===== config.mk =====
export PLATFORM = sky130hd
export DESIGN_NAME = wb_stage
export DESIGN_NICKNAME = d
export VERILOG_FILES = /design/src/rtl/wb_stage.sv
export SDC_FILE = /design/constraint.sdc
export NUM_CORES = 1
export LEC_CHECK = 0
export ABC_AREA = 1
export CORE_ASPECT_RATIO = 2
export CORE_MARGIN = 2
export CORE_UTILIZATION = 30
export CTS_CLUSTER_DIAMETER = 30
export CTS_CLUSTER_SIZE = 12
export DETAILED_ROUTE_END_ITERATION = 10
export HOLD_SLACK_MARGIN = 0.12
export PLACE_DENSITY = 0.7
export RECOVER_POWER = 25
export SETUP_SLACK_MARGIN = 0.05
export SLEW_MARGIN = 0
export SYNTH_ARGS = -nofsm -noshare
export SYNTH_HDL_FRONTEND = slang
export SYNTH_SLANG_ARGS = --single-unit

===== constraint.sdc =====
create_clock -name clk -period 1.2 [get_ports clk]
set_input_delay 0.18 -clock clk [delete_from_list [all_inputs] [get_ports clk]]
set_output_delay 0.18 -clock clk [all_outputs]
set_load 0.02 [all_outputs]

===== src/rtl/wb_stage.sv =====
`default_nettype none
// ============================================================================
//  Module   : wb_stage
//  Purpose  : Write-back stage of the multi-cycle CPU. Accepts one retiring
//             instruction at a time, waits for memory read data on loads,
//             extracts/extends the addressed byte or halfword, and commits
//             the result through the register file's single write port.
//  Ports    :
//    clk, rst                 clock, synchronous active-high reset
//    in_valid / in_ready      upstream handshake for a retiring instruction
//    in_rd, in_is_load,
//    in_load_type, in_addr_lo,
//    in_result                instruction fields captured on accept
//    mem_rdata_valid/_ready   load read-data handshake
//    mem_rdata                raw memory word
//    rf_wen, rf_waddr,
//    rf_wdata                 register-file write port (rf_wen is a pulse)
//    wb_done                  one-cycle retire pulse (also for rd = x0)
//  Optional : `WB_PERF_CNT_EN adds retired_cnt and load_stall_cnt outputs.
//  Revision : 1.0 - initial release
// ============================================================================
module wb_stage #(
  parameter int DATA_WIDTH = 32,
  parameter int ADDR_WIDTH = 5
) (
  input  logic                  clk,
  input  logic                  rst,
  input  logic                  in_valid,
  output logic                  in_ready,
  input  logic [ADDR_WIDTH-1:0] in_rd,
  input  logic                  in_is_load,
  input  logic [2:0]            in_load_type,
  input  logic [1:0]            in_addr_lo,
  input  logic [DATA_WIDTH-1:0] in_result,
  input  logic                  mem_rdata_valid,
  output logic                  mem_rdata_ready,
  input  logic [DATA_WIDTH-1:0] mem_rdata,
  output logic                  rf_wen,
  output logic [ADDR_WIDTH-1:0] rf_waddr,
  output logic [DATA_WIDTH-1:0] rf_wdata,
  output logic                  wb_done
`ifdef WB_PERF_CNT_EN
  ,
  output logic [31:0]           retired_cnt,
  output logic [31:0]           load_stall_cnt
`endif
);

  typedef enum logic [1:0] {
    S_IDLE     = 2'd0,
    S_WAIT_MEM = 2'd1,
    S_COMMIT   = 2'd2
  } state_t;

  localparam logic [2:0] C_LT_LB  = 3'b000;
  localparam logic [2:0] C_LT_LH  = 3'b001;
  localparam logic [2:0] C_LT_LBU = 3'b100;
  localparam logic [2:0] C_LT_LHU = 3'b101;

  state_t r_state;
  state_t w_state_nxt;

  logic [ADDR_WIDTH-1:0] r_rd;
  logic [2:0]            r_load_type;
  logic [1:0]            r_addr_lo;

  logic                  w_accept;
  logic                  w_mem_accept;
  logic [7:0]            w_byte;
  logic [15:0]           w_half;
  logic [DATA_WIDTH-1:0] w_load_data;

  // --------------------------------------------------------------------------
  // State register
  // --------------------------------------------------------------------------
  always_ff @(posedge clk) begin
    if (rst) begin
      r_state <= S_IDLE;
    end else begin
      r_state <= w_state_nxt;
    end
  end

  // --------------------------------------------------------------------------
  // Next state and state-decoded outputs
  // --------------------------------------------------------------------------
  always_comb begin
    w_state_nxt     = r_state;
    in_ready        = 1'b0;
    mem_rdata_ready = 1'b0;
    rf_wen          = 1'b0;
    wb_done         = 1'b0;
    case (r_state)
      S_IDLE: begin
        in_ready = 1'b1;
        if (in_valid) begin
          w_state_nxt = in_is_load ? S_WAIT_MEM : S_COMMIT;
        end
      end
      S_WAIT_MEM: begin
        mem_rdata_ready = 1'b1;
        if (mem_rdata_valid) begin
          w_state_nxt = S_COMMIT;
        end
      end
      S_COMMIT: begin
        // x0 is hardwired to zero, so its write pulse is suppressed while
        // the instruction still retires.
        rf_wen      = (r_rd != '0);
        wb_done     = 1'b1;
        w_state_nxt = S_IDLE;
      end
      default: begin
        w_state_nxt = S_IDLE;
      end
    endcase
  end

  assign w_accept     = in_valid & in_ready;
  assign w_mem_accept = mem_rdata_valid & mem_rdata_ready;

  // --------------------------------------------------------------------------
  // Load lane extraction. Halfword lane uses addr_lo[1] only.
  // --------------------------------------------------------------------------
  assign w_byte = mem_rdata[{r_addr_lo, 3'b000} +: 8];
  assign w_half = mem_rdata[{r_addr_lo[1], 4'b0000} +: 16];

  always_comb begin
    w_load_data = mem_rdata;
    case (r_load_type)
      C_LT_LB:  w_load_data = {{(DATA_WIDTH-8){w_byte[7]}}, w_byte};
      C_LT_LBU: w_load_data = {{(DATA_WIDTH-8){1'b0}}, w_byte};
      C_LT_LH:  w_load_data = {{(DATA_WIDTH-16){w_half[15]}}, w_half};
      C_LT_LHU: w_load_data = {{(DATA_WIDTH-16){1'b0}}, w_half};
      default:  w_load_data = mem_rdata;
    endcase
  end

  // --------------------------------------------------------------------------
  // Captured fields and registered write port. rf_waddr/rf_wdata only change
  // on the edge entering COMMIT so they hold the last committed values while
  // a load is waiting. The is_load flag and ALU result need no later storage:
  // the state encodes the former and rf_wdata holds the latter.
  // --------------------------------------------------------------------------
  always_ff @(posedge clk) begin
    if (rst) begin
      r_rd        <= '0;
      r_load_type <= '0;
      r_addr_lo   <= '0;
      rf_waddr    <= '0;
      rf_wdata    <= '0;
    end else begin
      if (w_accept) begin
        r_rd        <= in_rd;
        r_load_type <= in_load_type;
        r_addr_lo   <= in_addr_lo;
        if (!in_is_load) begin
          rf_waddr <= in_rd;
          rf_wdata <= in_result;
        end
      end
      if (w_mem_accept) begin
        rf_waddr <= r_rd;
        rf_wdata <= w_load_data;
      end
    end
  end

`ifdef WB_PERF_CNT_EN
  // --------------------------------------------------------------------------
  // Performance counters (free-running, wrap naturally)
  // --------------------------------------------------------------------------
  always_ff @(posedge clk) begin
    if (rst) begin
      retired_cnt    <= '0;
      load_stall_cnt <= '0;
    end else begin
      if (wb_done) begin
        retired_cnt <= retired_cnt + 32'd1;
      end
      if (r_state == S_WAIT_MEM) begin
        load_stall_cnt <= load_stall_cnt + 32'd1;
      end
    end
  end
`endif

endmodule
`default_nettype wire


==> results of run 1 <==
[worst paths after layout]
path / cells after the start / slack (ns) / to
setup / recovery: 8 / -0.22 / rf_wdata[3]
hold / removal: 5 / 0.38 / rf_wdata[31]
setup reg to reg: 8 / -0.22 / rf_wdata[3]
hold reg to reg: 2 / 0.47 / r_rd[4]
[timing repair]
action / 4_1_cts / 5_1_grt
gates resized for setup: 169 / 81
hold endpoints to repair: 0 / 0
hold buffers: 0 / 0
setup endpoints to repair: 80 / 80
buffers inserted: 8 / 3
cloned: 3 / 1
pin swaps: 9 / 12
[power by group]
part	switching, mW	internal [mW]	total (mW)
combinational	0.916	0.877	1.79
clock	0.674	0.778	1.45
sequential	0.105	1.77	1.88
total	1.69	3.43	5.12
[worst register-to-register path: stages, from the launching register on]
cell and delay, ns:
dfxtp_2 0.34, inv_2 0.09, buf_6 0.11, nand3_4 0.11
buf_6 0.17, nand2_8 0.12, buf_12 0.17, nand3_1 0.12
a21oi_2 0.13
[metal layers]
metal  vias to the layer above  GRT usage (%)  share of wire (%)
met4                         0           9.76                3.8
met5                         -              0                  0
met3                        30           3.88                5.4
li1                       1775              -                  -
met2                       125           39.9                 56
met1                      1645           20.4                 35
[stage by stage]
stage          hold slack [ns]  setup TNS, ns  util [%]  total power [mW]
2_1_floorplan            0.337          -2.01         -              2.69
3_3_place_gp             0.447         -13.94      47.2              3.52
3_5_place_dp             0.453         -15.83      47.2              3.55
4_1_cts                  0.467          -4.44      52.2              5.09
5_1_grt                  0.419          -8.60      52.3              5.37
6_report                 0.377          -6.09      52.3              5.12
[cell type report]
cell class	count	area share [%]
Clock buffer	5	2.55
Clock inverter	3	0.434
Inverter	39	3.24
Multi-Input combinational cell	327	37.0
Sequential cell	49	20.2
Tap cell	104	2.65
Timing Repair Buffer	173	33.9
[synthesized netlist by cell type]
| cell type | number | area share [%] |
|---|---|---|
| a21oi_1 | 62 | 11 |
| a31oi_1 | 4 | 0.87 |
| and2_1 | 1 | 0.22 |
| and3_1 | 1 | 0.22 |
| buf_1 | 1 | 0.13 |
| buf_2 | 8 | 1.4 |
| buf_4 | 6 | 1.6 |
| buf_6 | 3 | 1.2 |
| clkbuf_1 | 10 | 1.3 |
| clkbuf_2 | 1 | 0.17 |
| clkinv_1 | 1 | 0.13 |
| dfxtp_1 | 49 | 34 |
| inv_1 | 34 | 4.4 |
| inv_2 | 3 | 0.39 |
| inv_4 | 1 | 0.22 |
| nand2_1 | 95 | 12 |
| nand2_2 | 3 | 0.65 |
| nand2_4 | 2 | 0.78 |
| nand3_1 | 43 | 7.5 |
| nand3_4 | 1 | 0.61 |
| nand3b_1 | 4 | 1.0 |
| nand4_1 | 1 | 0.22 |
| nor2_1 | 24 | 3.1 |
| nor2_4 | 3 | 1.2 |
| o211ai_1 | 3 | 0.78 |
| o21ai_0 | 53 | 9.2 |
| o21ai_1 | 3 | 0.52 |
| o21ba_2 | 1 | 0.35 |
| o22ai_1 | 1 | 0.22 |
| or2_1 | 6 | 1.3 |
| or2_2 | 15 | 3.3 |
[sequential cells by signal (all words and copies together) (netlist names)]
register	cells
r_addr_lo	2
r_load_type	3
r_rd	5
r_state	2
rf_waddr	5
rf_wdata	32
[logic make-up after synthesis]
kind of cell | after synthesis | share of synthesized area (%)
buffers and inverters | 68 | 10.9
AOI/OAI and AO/OA | 127 | 22.7
DFF | 49 | 34.0
and+or+nand+nor | 199 | 32.4
==> flow_summary.toml, run 1 <==
[status]
outcome = "finished with violations"
violations = "negative setup slack"

[worst_setup_path]
cp_common_cell = "buf_6"
worst_reg2reg_startpoint = "r_state[1]"
critPathBufInv = 4
cp_top_family = "buffers and inverters"
worstSetupStartpoint = "r_state[1]"
timing.critical_path.cells = "inv_2 > buf_6 > nand3_4 > buf_6 > nand2_8 > buf_12 > nand3_1 > a21oi_2"
cpMaxStageDelayCell = "dfxtp_2"
end_kind = "flop"
crit_path_start_kind = "flop"
cp.required_ns = 1.44
timing.setup.critical_path_class = "reg -> reg"
slowest_delay_ns = 0.34
cp_data_arrival_time_ns = 1.66
path_max_fanout = 24

[sta]
fin_crit_sh_pct = 118
finalMaxSlewViolations = 0
setup_slack_ns = -0.221
worst_pin_slew_ns = 0.270
clock_skew_ns = 0.00312
timing.final.setup_violations = 41
final_period_minus_worst_setup_slack_ns = 1.42
max_freq_ghz = 0.704
timing.max_slew.rel_slack_pct = 82.1
rsz0062_at_grt = "yes"
final_hold_viol_count = 0

[place]
gp_routability_congestion = 0.888
placed_cells_incl_taps = 677
place_hpwl_um = 8030
dpl_worst_slack_ns = -0.415
placed_cell_area_um2 = 4430
io_buffers = 119

[logic_synthesis]
post_synth_instance_area_um2 = 2880
yosysSeqAreaShare_pct = 34.0
syn_inst = 443
synth-seq-cells = 49
synth_nets = 522
ys_warn_count = 0
syn_area_per_cell_um2 = 6.51
synth.lib_cells_used.distinct = 31

[grt]
grt_pass1_vias = 3579
antenna_found_initial = 0
grt_first_pass_wirelength_um = 16800
grtUsageTotal_pct = 20.8
grt_start_max_net_pins = 25
global_route.overflow_total = 0

[finish]
area.sequential_um2 = 990
final_net_count = 674
area_growth_syn_to_layout_pct = 70.1
final-instance-count-excl-fill = 700
footprint_of_the_multi_input_gates_um2 = 1820
final_cell_mix = "nand2_1 (93), clkdlybuf4s50_1 (76), a21oi_1 (58), dfxtp_1 (46), nand3_1 (39)"
fraction_of_final_layout_cells_with_drive_strength_greater_than_1_pct = 26.3
fin_area_um2 = 4900
fill_cells = 925
antenna_cells_inserted = 0
layout.cells.most_common = "nand2_1"

[power]
powerDensity_nw_per_um2 = 1040
peakVddDrop_uv = 624
total_leakage_power_nw = 2.20

[routing]
first_pass_iteration_count_of_the_detailed_router = 4
routed_wirelength_um = 10900
post_drt_via_cell_ratio = 5.11
antenna_left = 0
num_vias = 3575
detail_route.wl_per_cell_um = 15.6
drtIter0Drc = 130
post-route-drc-count = 0

[cts]
clk_latency_ns = 0.30
tritoncts_clock_tree = "done"
cts.sink_count = 49
clk_transition_reported_paths_ns = 0.07
max-clock-path-buffers = 2
cts-htree-levels = 2
cts_root_buf = "clkbuf_16"
cts_buffers = 5

[job]
max_cap_viol = 0

[min_path]
min_from = "mem_rdata[31]"
timing.hold.worst.class = "in -> reg"

[die]
die-area_um2 = 10500
core_area_um2 = 9380
ioPinCount = 120
die_outline_height_um = 143
placementRows = 50
die_width_um = 73.3
initial_core_util_pct = 30.7
(Power assumes the default switching activity.)
==> inputs of run 2 (changes only) <==
--- a/config.mk
+++ b/config.mk
@@ -16,6 +16,7 @@
 export PLACE_DENSITY = 0.7
 export RECOVER_POWER = 25
 export SETUP_SLACK_MARGIN = 0.05
+export SKIP_CTS_REPAIR_TIMING = 1
 export SLEW_MARGIN = 0
 export SYNTH_ARGS = -nofsm -noshare
 export SYNTH_HDL_FRONTEND = slang
==> run 2 against run 1 <==
Against the previous run: the run still ends with negative setup slack left; largest cell class unchanged; combinational power about the same; cell area up 3.3%; sequential power about the same; clock skew up 0.0017 ns; die area unchanged; sequential cell count unchanged; largest power group unchanged; clock-buffer cell count unchanged; non-clock buffer count down 2; via count about the same; worst hold slack worse by 0.016 ns; routed wire length up 1.3%; total power down 0.15%.
==> flow_summary.toml, run 2 (synthesis results as in run 1) <==
[status]
outcome = "finished with violations"
violations = "negative setup slack"

[finish]
fraction_of_final_layout_cells_with_drive_strength_greater_than_1_pct = 24.1
final_net_count = 671
biggestRegsByFlops = "rf_wdata x32, r_rd x5, rf_waddr x5"
final_cell_mix = "nand2_1 (89), clkdlybuf4s50_1 (77), dfxtp_1 (46), o21ai_0 (42), a21oi_1 (38)"
layout.cells.most_common = "nand2_1"
largest_register_ffs = 32
final-instance-count-excl-fill = 697
antenna_cells_inserted = 0
largest-register = "rf_wdata"
area_growth_syn_to_layout_pct = 75.7

[die]
die-area_um2 = 10500
initial_core_util_pct = 30.7
ioPinCount = 120
die_outline_height_um = 143
placementRows = 50
core_area_um2 = 9380
die_width_um = 73.3

[grt]
antenna_found_initial = 0
global_route.overflow_total = 0
grt_pass1_vias = 3391
grt_first_pass_wirelength_um = 15600
grt_start_max_net_pins = 29
grtUsageTotal_pct = 19.3

[place]
gp_routability_congestion = 0.888
placed_cells_incl_taps = 677
io_buffers = 119
place_hpwl_um = 8030

[cts]
cts-htree-levels = 2
max-clock-path-buffers = 2
cts_buffers = 5
cts.sink_count = 49
tritoncts_clock_tree = "done"
clk_transition_reported_paths_ns = 0.07
clk_latency_ns = 0.30
cts_root_buf = "clkbuf_16"

[power]
powerDensity_nw_per_um2 = 1010
p_int_mw = 3.44
total_leakage_power_nw = 2.57
power.share.combinational_pct = 35.4
seq_power_share_pct = 36.4
total_switching_power_mw = 1.68
p_clk_share_pct = 28.2
peakVddDrop_uv = 611
p_sw_share_pct = 32.8

[worst_setup_path]
cp_data_arrival_time_ns = 1.64
end_kind = "flop"
cpMaxStageDelayCell = "dfxtp_2"
timing.setup.critical_path_class = "reg -> reg"
cp_top_family = "buffers and inverters"
slowest_delay_ns = 0.34
critPathBufInv = 4
path_max_fanout = 9
cp.required_ns = 1.39
crit_path_start_kind = "flop"
timing.critical_path.cells = "inv_2 > buf_6 > nand3_4 > buf_12 > buf_12 > a21oi_2 > nand3_1 > nand3_1 > a21oi_1"

[sta]
tns_ns = -6.93
final_period_minus_worst_setup_slack_ns = 1.45
worst_pin_slew_ns = 0.289
timing.hold.ws_ns = 0.361
fin_crit_sh_pct = 121
timing.max_slew.rel_slack_pct = 80.7
max_freq_ghz = 0.688
timing.final.setup_violations = 41
setup_slack_ns = -0.253
final_hold_viol_count = 0
clock_skew_ns = 0.00480
finalMaxSlewViolations = 0
rsz0062_at_grt = "yes"

[routing]
first_pass_iteration_count_of_the_detailed_router = 5
post-route-drc-count = 0
antenna_left = 0
num_vias = 3573
detail_route.wl_per_cell_um = 15.9
post_drt_via_cell_ratio = 5.13
routed_wirelength_um = 11100
drtIter0Drc = 125

[job]
max_cap_viol = 0

[min_path]
timing.hold.worst.class = "in -> reg"
-- run 2: cell count changes in the layout (fill, tap and decap cells not counted), sizes merged --
cell,delta
dlygate4sd2,-1
dlymetal6s2s,+25
buf,-8
clkdlybuf4s15,-11
clkbuf,-8
nand2,-1
clkdlybuf4s50,+1
-- run 2: path summary, 6_finish.rpt --
path / from / endpoint / slack, ns / cells past startpoint
worst max-delay path: r_state[1] / rf_wdata[5] / -0.25 / 9
worst min-delay path: mem_rdata[31] / rf_wdata[31] / 0.36 / 5
worst max register to register: r_state[1] / rf_wdata[5] / -0.25 / 9
worst min register to register: r_rd[4] / r_rd[4] / 0.47 / 2
-- run 2: through the flow --
stage,util [%],instance area [um2],power (mW),worst slack [ns]
finish,54.0,5070,5.11,-0.253
global route,54.0,5070,5.37,-0.301
floorplan,-,2890,2.69,-0.0887
global placement,47.2,4430,3.52,-0.343
detailed placement,47.2,4430,3.55,-0.415
CTS,48.8,4580,4.99,-0.701
-- run 2: layout make-up --
class,instances,area [um2]
timing repair buffer,171,1810
tap,104,130
clock inverter,3,21.3
clock buffer,5,125
sequential,49,990
multi-input combinational,326,1820
fill,866,4320
inverter,39,164
-- run 2: power by group through the flow --
stage	registers (mW)	logic, mW	clock network, mW
after detailed placement	1.89	1.65	0
after CTS	1.86	1.66	1.47
final	1.86	1.81	1.44
after global placement	1.89	1.63	0
after floorplan	2.01	0.676	0
after global routing	1.88	1.95	1.54
-- run 2: layer usage --
metal	vias to the layer above	share of wire, %	GRT usage, %
li1	1768	-	-
met1	1649	35	19.5
met2	128	56	36.6
met3	28	5.4	3.60
met4	0	3.4	8.61
met5	-	0	0
-- run 2: tightest hold or removal path, cell delays in order --
cell            delay, ns
dlymetal6s2s_1       0.15
a21oi_2              0.08
nand3_1              0.05
nand2_1              0.05
a21oi_1              0.11
